--- config.mk ---
export PLATFORM = sky130hd
export DESIGN_NAME = rf_scoreboard
export DESIGN_NICKNAME = d
export VERILOG_FILES = /design/src/rtl/rf_scoreboard_pkg.sv /design/src/rtl/rf_sb_counter.sv /design/src/rtl/rf_scoreboard.sv
export SDC_FILE = /design/constraint.sdc
export NUM_CORES = 1
export LEC_CHECK = 0
export CAP_MARGIN = 30
export CORE_MARGIN = 2
export CORE_UTILIZATION = 30
export DETAILED_ROUTE_END_ITERATION = 10
export GPL_TIMING_DRIVEN = 0
export PLACE_DENSITY = 0.45
export REMOVE_ABC_BUFFERS = 1
export SLEW_MARGIN = 20
export SYNTH_ARGS = -nofsm -noshare
export SYNTH_HDL_FRONTEND = slang
export SYNTH_SLANG_ARGS = --single-unit
--- constraint.sdc ---
create_clock -name clk -period 8.6 [get_ports clk]
set_input_delay 0.86 -clock clk [delete_from_list [all_inputs] [get_ports clk]]
set_output_delay 0.86 -clock clk [all_outputs]
set_load 0.05 [all_outputs]
--- src/rtl/rf_scoreboard_pkg.sv ---
// rtl/rf_scoreboard_pkg.sv - register IDs, sizes and counter type for the Y86-64 register scoreboard
package rf_scoreboard_pkg;
  localparam int unsigned NUM_REGS = 15;
  localparam int unsigned SB_CNT_W = 2;

  typedef logic [SB_CNT_W-1:0] sb_cnt_t;
  typedef logic [3:0]          reg_id_t;

  localparam reg_id_t RAX   = 4'h0;
  localparam reg_id_t RCX   = 4'h1;
  localparam reg_id_t RDX   = 4'h2;
  localparam reg_id_t RBX   = 4'h3;
  localparam reg_id_t RSP   = 4'h4;
  localparam reg_id_t RBP   = 4'h5;
  localparam reg_id_t RSI   = 4'h6;
  localparam reg_id_t RDI   = 4'h7;
  localparam reg_id_t R8    = 4'h8;
  localparam reg_id_t R9    = 4'h9;
  localparam reg_id_t R10   = 4'hA;
  localparam reg_id_t R11   = 4'hB;
  localparam reg_id_t R12   = 4'hC;
  localparam reg_id_t R13   = 4'hD;
  localparam reg_id_t R14   = 4'hE;
  localparam reg_id_t RNONE = 4'hF;

  function automatic logic is_reg(input reg_id_t id);
    return id != RNONE;
  endfunction
endpackage

--- src/rtl/rf_sb_counter.sv ---
// rtl/rf_sb_counter.sv - one register's pending-write counter; applies the net delta with clamp-to-range
module rf_sb_counter #(
  parameter int unsigned CNT_W = 2
) (
  input  logic             clk,
  input  logic             rst,
  input  logic [1:0]       inc,
  input  logic [2:0]       dec,
  output logic [CNT_W-1:0] count,
  output logic             nonzero,
  output logic             sat_err
);
  localparam int unsigned    SW  = CNT_W + 3;
  localparam logic [SW-1:0]  MAX = SW'((1 << CNT_W) - 1);

  logic [CNT_W-1:0] cnt_q, cnt_d;
  logic [SW-1:0]    up;
  logic [SW-1:0]    net;

  always_comb begin
    cnt_d   = cnt_q;
    sat_err = 1'b0;
    up      = SW'(cnt_q) + SW'(inc);
    net     = up - SW'(dec);
    if (SW'(dec) > up) begin
      cnt_d   = '0;
      sat_err = 1'b1;
    end else if (net > MAX) begin
      cnt_d   = MAX[CNT_W-1:0];
      sat_err = 1'b1;
    end else begin
      cnt_d = net[CNT_W-1:0];
    end
  end

  always_ff @(posedge clk) begin
    if (!rst) cnt_q <= '0;
    else      cnt_q <= cnt_d;
  end

  assign count   = cnt_q;
  assign nonzero = cnt_q != '0;
endmodule

--- src/rtl/rf_scoreboard.sv ---
// rtl/rf_scoreboard.sv - decode-stage RAW hazard scoreboard; SB_WAW_STALL_EN limits each register to one write in flight
module rf_scoreboard
  import rf_scoreboard_pkg::*;
#(
  parameter int unsigned CNT_W = SB_CNT_W
) (
  input  logic                clk,
  input  logic                rst,
  input  logic                d_valid_i,
  input  logic [3:0]          d_srcA_i,
  input  logic [3:0]          d_srcB_i,
  input  logic [3:0]          d_dstE_i,
  input  logic [3:0]          d_dstM_i,
  output logic                d_issue_o,
  output logic                d_stall_o,
  input  logic                W_valid_i,
  input  logic [3:0]          W_dstE_i,
  input  logic [3:0]          W_dstM_i,
  input  logic                k_valid_i,
  input  logic [3:0]          k_dstE_i,
  input  logic [3:0]          k_dstM_i,
  output logic [NUM_REGS-1:0] busy_o,
  output logic                err_o
);
  localparam logic [CNT_W+1:0] CNT_MAX = (CNT_W+2)'((1 << CNT_W) - 1);

  logic [CNT_W-1:0]    cnt [NUM_REGS];
  logic [1:0]          inc [NUM_REGS];
  logic [2:0]          dec [NUM_REGS];
  logic [NUM_REGS-1:0] nz;
  logic [NUM_REGS-1:0] sat_err;
  logic [15:0]         nz_ext;
  logic [CNT_W-1:0]    cnt_e, cnt_m;
  logic [CNT_W+1:0]    inc_one;
  logic                src_hit, sat_hit, waw_hit;
  logic                err_q, err_d;

  // Slot 15 (RNONE) is hard-wired idle so source lookups need no extra guard.
  assign nz_ext = {1'b0, nz};

  always_comb begin
    cnt_e = '0;
    cnt_m = '0;
    for (int r = 0; r < NUM_REGS; r++) begin
      if (d_dstE_i == reg_id_t'(r)) cnt_e = cnt[r];
      if (d_dstM_i == reg_id_t'(r)) cnt_m = cnt[r];
    end
  end

  always_comb begin
    inc_one = (d_dstE_i == d_dstM_i) ? (CNT_W+2)'(2) : (CNT_W+2)'(1);
    src_hit = nz_ext[d_srcA_i] | nz_ext[d_srcB_i];
    sat_hit = (is_reg(d_dstE_i) && ((CNT_W+2)'(cnt_e) + inc_one > CNT_MAX)) ||
              (is_reg(d_dstM_i) && ((CNT_W+2)'(cnt_m) + inc_one > CNT_MAX));
`ifdef SB_WAW_STALL_EN
    waw_hit = (is_reg(d_dstE_i) && nz_ext[d_dstE_i]) ||
              (is_reg(d_dstM_i) && nz_ext[d_dstM_i]);
`else
    waw_hit = 1'b0;
`endif
    d_stall_o = d_valid_i & (src_hit | sat_hit | waw_hit);
    d_issue_o = d_valid_i & ~d_stall_o;
  end

  for (genvar r = 0; r < NUM_REGS; r++) begin : g_reg
    localparam reg_id_t ID = reg_id_t'(r);

    assign inc[r] = {1'b0, d_issue_o & (d_dstE_i == ID)} +
                    {1'b0, d_issue_o & (d_dstM_i == ID)};
    assign dec[r] = {2'b00, W_valid_i & (W_dstE_i == ID)} +
                    {2'b00, W_valid_i & (W_dstM_i == ID)} +
                    {2'b00, k_valid_i & (k_dstE_i == ID)} +
                    {2'b00, k_valid_i & (k_dstM_i == ID)};

    rf_sb_counter #(.CNT_W(CNT_W)) u_cnt (
      .clk     (clk),
      .rst     (rst),
      .inc     (inc[r]),
      .dec     (dec[r]),
      .count   (cnt[r]),
      .nonzero (nz[r]),
      .sat_err (sat_err[r])
    );
  end

  always_comb begin
    err_d = err_q | (|sat_err);
  end

  always_ff @(posedge clk) begin
    if (!rst) err_q <= 1'b0;
    else      err_q <= err_d;
  end

  assign busy_o = nz;
  assign err_o  = err_q;
endmodule
==> impl_metrics.env <==
export IMPL_grt_total_usage_pct=18.6
export IMPL_reg2regPathDepth=24
export IMPL_dieHeight_um=144
export IMPL_synth_flop_cell="dfxtp_1"
export IMPL_dieArea_mm2=0.0208
export IMPL_regToRegEndpoint="err_o"
export IMPL_place_inst=997
export IMPL_pwr_share_clk_pct=17.7
export IMPL_clk_latency_ns=0.29
export IMPL_die_w_um=144
export IMPL_synth_distinct_cells=52
export IMPL_synth_edf_count=0
export IMPL_min_to="g_reg[0].u_cnt.count[0]"
export IMPL_ant_nets=0
export IMPL_finalCritPeriodShare_pct=91.8
export IMPL_cp_start_kind="primary input"
export IMPL_avgSynthCellArea_um2=8.23
export IMPL_cts_root_to_sink_buffers=2
export IMPL_core_mm2=0.0194
export IMPL_cts_buffers=5
export IMPL_io_pins=55
export IMPL_min_from="g_reg[0].u_cnt.count[0]"
export IMPL_setup_viol=0
export IMPL_avgViaCountPerCell=5.09
export IMPL_grt_pass1_wl_um=29200
export IMPL_max_freq_mhz=127
export IMPL_grt_setup_unrepaired="no"
export IMPL_nNetsFinal=928
export IMPL_r2r_setup_slack_ns=1.84
export IMPL_synth_top_area_share_pct=20.4
export IMPL_crit_fanout=32
export IMPL_whs_path_depth=4
export IMPL_synth_top_area_cell="fa_1"
export IMPL_fin_crit_ns=7.90
export IMPL_area_delta_synth_final_pct=14.0
export IMPL_power_share_sequential_pct=23.2
export IMPL_arrival_ns=8.04
export IMPL_htree_levels=2
export IMPL_power_switching_mw=0.535
export IMPL_drv_cap=0
export IMPL_fin_worst_skew_ns=0.00401
export IMPL_slew_headroom_pct=42.8
export IMPL_row_count=51
export IMPL_syn_area_mm2=0.00589
export IMPL_critPathCaptureType="flip-flop"
export IMPL_yosysWarnings=0
export IMPL_hpwl_um=15600
export IMPL_cts_tree="done"
export IMPL_timing_rr_start="g_reg[7].u_cnt.count[1]"
export IMPL_syn_inst=716
export IMPL_sw_frac_of_total_pct=49.1
export IMPL_wire_per_inst_um=18.0
export IMPL_status="completed"
export IMPL_cp_required_ns=8.74
export IMPL_p_leak_nw=2.88
export IMPL_hold_violations=0
export IMPL_cts_sinks=31
export IMPL_start_util_pct=30.4
export IMPL_setup_tns_ns=0
export IMPL_overflow=0
export IMPL_combPwrFrac_pct=59.0
export IMPL_grt_max_degree=33
export IMPL_antenna_found_initial=0
export IMPL_num_fill_cells=2071
export IMPL_place_congestion=0.893
export IMPL_async_flop_share_pct=0
export IMPL_worst_pin_slew_ns=0.856
export IMPL_drive_above_1_share_pct=3.92
export IMPL_first_global_vias=5306
export IMPL_ys_ff_latch=31
export IMPL_yosysSeqAreaShare_pct=10.5
export IMPL_place_area_mm2=0.00655
export IMPL_min_delay_path_class="flip-flop to flip-flop"
export IMPL_synth_area_leaders="fa_1 20%, ha_1 20%, dfxtp_1 11%"
export IMPL_path_class="primary input to flip-flop"
export IMPL_antennaDiodeCount=0
export IMPL_cts_clk_slew_worst_paths_ns=0.05
export IMPL_report_final_slew_viol_count=0
export IMPL_internal_power_mw=0.554
export IMPL_fin_cells=1005
export IMPL_cts_setup_buffers=0
export IMPL_io_buffers=54
export IMPL_via_count=5112
export IMPL_drcViolationCount=0
export IMPL_finalInstanceArea_mm2=0.00672
export IMPL_powerDensity_mw_per_mm2=162
export IMPL_drtIter0Drc=322
export IMPL_startpoint="d_dstE_i[1]"
export IMPL_first_pass_iters=5
export IMPL_ir_drop_mv=0.0719
export IMPL_wirelength_um=18100
export IMPL_cts_root_buffer="clkbuf_16"
==> power by group through the flow <==
| stage | registers [mW] | clock network (mW) | logic (mW) |
|---|---|---|---|
| after detailed placement | 0.256 | 0 | 0.641 |
| after global placement | 0.255 | 0 | 0.625 |
| after floorplan | 0.219 | 0 | 0.435 |
| after global routing | 0.259 | 0.202 | 0.718 |
| final | 0.253 | 0.193 | 0.643 |
| after CTS | 0.252 | 0.197 | 0.645 |
==> metrics by stage <==
stage / hold WS [ns] / power [mW] / worst slack [ns] / util, %
final: 0.843 / 1.09 / 0.701 / 34.6
after CTS: 0.861 / 1.09 / 0.286 / 34.6
after floorplan: 0.773 / 0.654 / 2.48 / -
after detailed placement: 0.853 / 0.896 / -0.0209 / 33.8
after global placement: 0.842 / 0.880 / 0.0343 / 33.8
after global routing: 0.936 / 1.18 / 0.166 / 34.6
==> worst max-delay path, cell delays in order <==
cell	delay [ns]
clkdlybuf4s50_1	0.95
nand2b_1	0.31
o221ai_1	0.26
a32oi_1	0.15
a31oi_1	0.19
a21oi_1	0.07
ha_1	0.20
inv_1	0.05
a31oi_1	0.03
a41o_1	0.28
a221oi_2	0.27
nand4_4	0.41
or4_1	0.65
fa_1	0.38
inv_1	0.07
ha_1	0.14
inv_1	0.06
fa_1	0.41
inv_1	0.08
fa_1	0.40
nor2b_1	0.25
nand4_1	0.21
or4_1	0.55
nor4_1	0.59
a41oi_1	0.19
==> metal layers <==
metal / vias up / part of all wire (%) / global-route usage, %
met4: 0 / 2.5 / 5.42
met5: - / 0 / 0
met2: 148 / 46 / 30.7
met1: 2479 / 46 / 25.5
li1: 2463 / - / -
met3: 22 / 5.1 / 2.62
==> cells in the final DEF, fill, tap and decap left out, types with 3 or more instances in the layout <==
cell type / Yosys / final
a21oi_1: 43 / 43
a22oi_1: 3 / 3
a31oi_1: 6 / 6
clkbuf_16: 0 / 5
clkdlybuf4s50_1: 0 / 53
dfxtp_1: 31 / 31
fa_1: 60 / 60
ha_1: 92 / 92
inv_1: 96 / 96
mux2_2: 4 / 4
mux2i_1: 6 / 6
mux4_2: 7 / 7
nand2_1: 36 / 36
nand2b_1: 31 / 31
nand3_1: 12 / 12
nand3b_1: 8 / 8
nand4_1: 7 / 7
nor2_1: 67 / 67
nor2b_1: 39 / 39
nor3_1: 37 / 37
nor4_1: 6 / 6
o21ai_0: 28 / 28
o221ai_1: 4 / 4
or2_1: 4 / 4
or2_2: 5 / 5
or3_1: 8 / 8
or3b_2: 4 / 4
or4_1: 4 / 4
xnor2_1: 4 / 4
==> layout make-up <==
| class | instances | area [um2] | share of cell area (%) |
|---|---|---|---|
| clock buffers | 8 | 156 | 2.33 |
| inverters | 96 | 360 | 5.36 |
| multi-input cells | 551 | 4710 | 70.1 |
| flip-flops and latches | 31 | 621 | 9.23 |
| well taps | 265 | 332 | 4.93 |
| repair buffers | 54 | 543 | 8.08 |
==> logic make-up (layout without fill, tap and decap cells) <==
kind of cell,count (synthesis),in the layout,share of synthesized area [%]
adders and majority gates,152,152,39.9
buffers and inverters,134,158,9.72
xor gates and xnor gates,4,4,0.594
and+or+nand+nor,275,275,24.4
AOI/OAI and AO/OA,103,103,10.4
muxes,17,17,4.46
DFF,31,31,10.5
==> cell usage after synthesis (15+ instances only) <==
master / instances
o21ai_0: 28
nor2_1: 67
nor2b_1: 39
a21oi_1: 43
fa_1: 60
nand2_1: 36
dfxtp_1: 31
inv_1: 96
buf_4: 15
ha_1: 92
nor3_1: 37
nand2b_1: 31
==> sequential cells by signal, summed over array words and instances, names as in the netlist <==
name and count:
err_o 1, g.u_cnt.count 30
==> worst max-delay path by stage <==
| stage | to | slack, ns | cells past startpoint |
|---|---|---|---|
| detailed placement | err_o | -0.02 | 26 |
| CTS | err_o | 0.29 | 26 |
| global placement | err_o | 0.03 | 24 |
| floorplan | err_o | 2.48 | 22 |
| global route | err_o | 0.17 | 25 |
| finish | err_o | 0.70 | 25 |
==> timing repair <==
action / in CTS / in global routing
resized for setup: 0 / 2
hold buffers: 0 / 0
endpoints found under the setup margin: 0 / 1
Power figures use the tool's default switching activity.
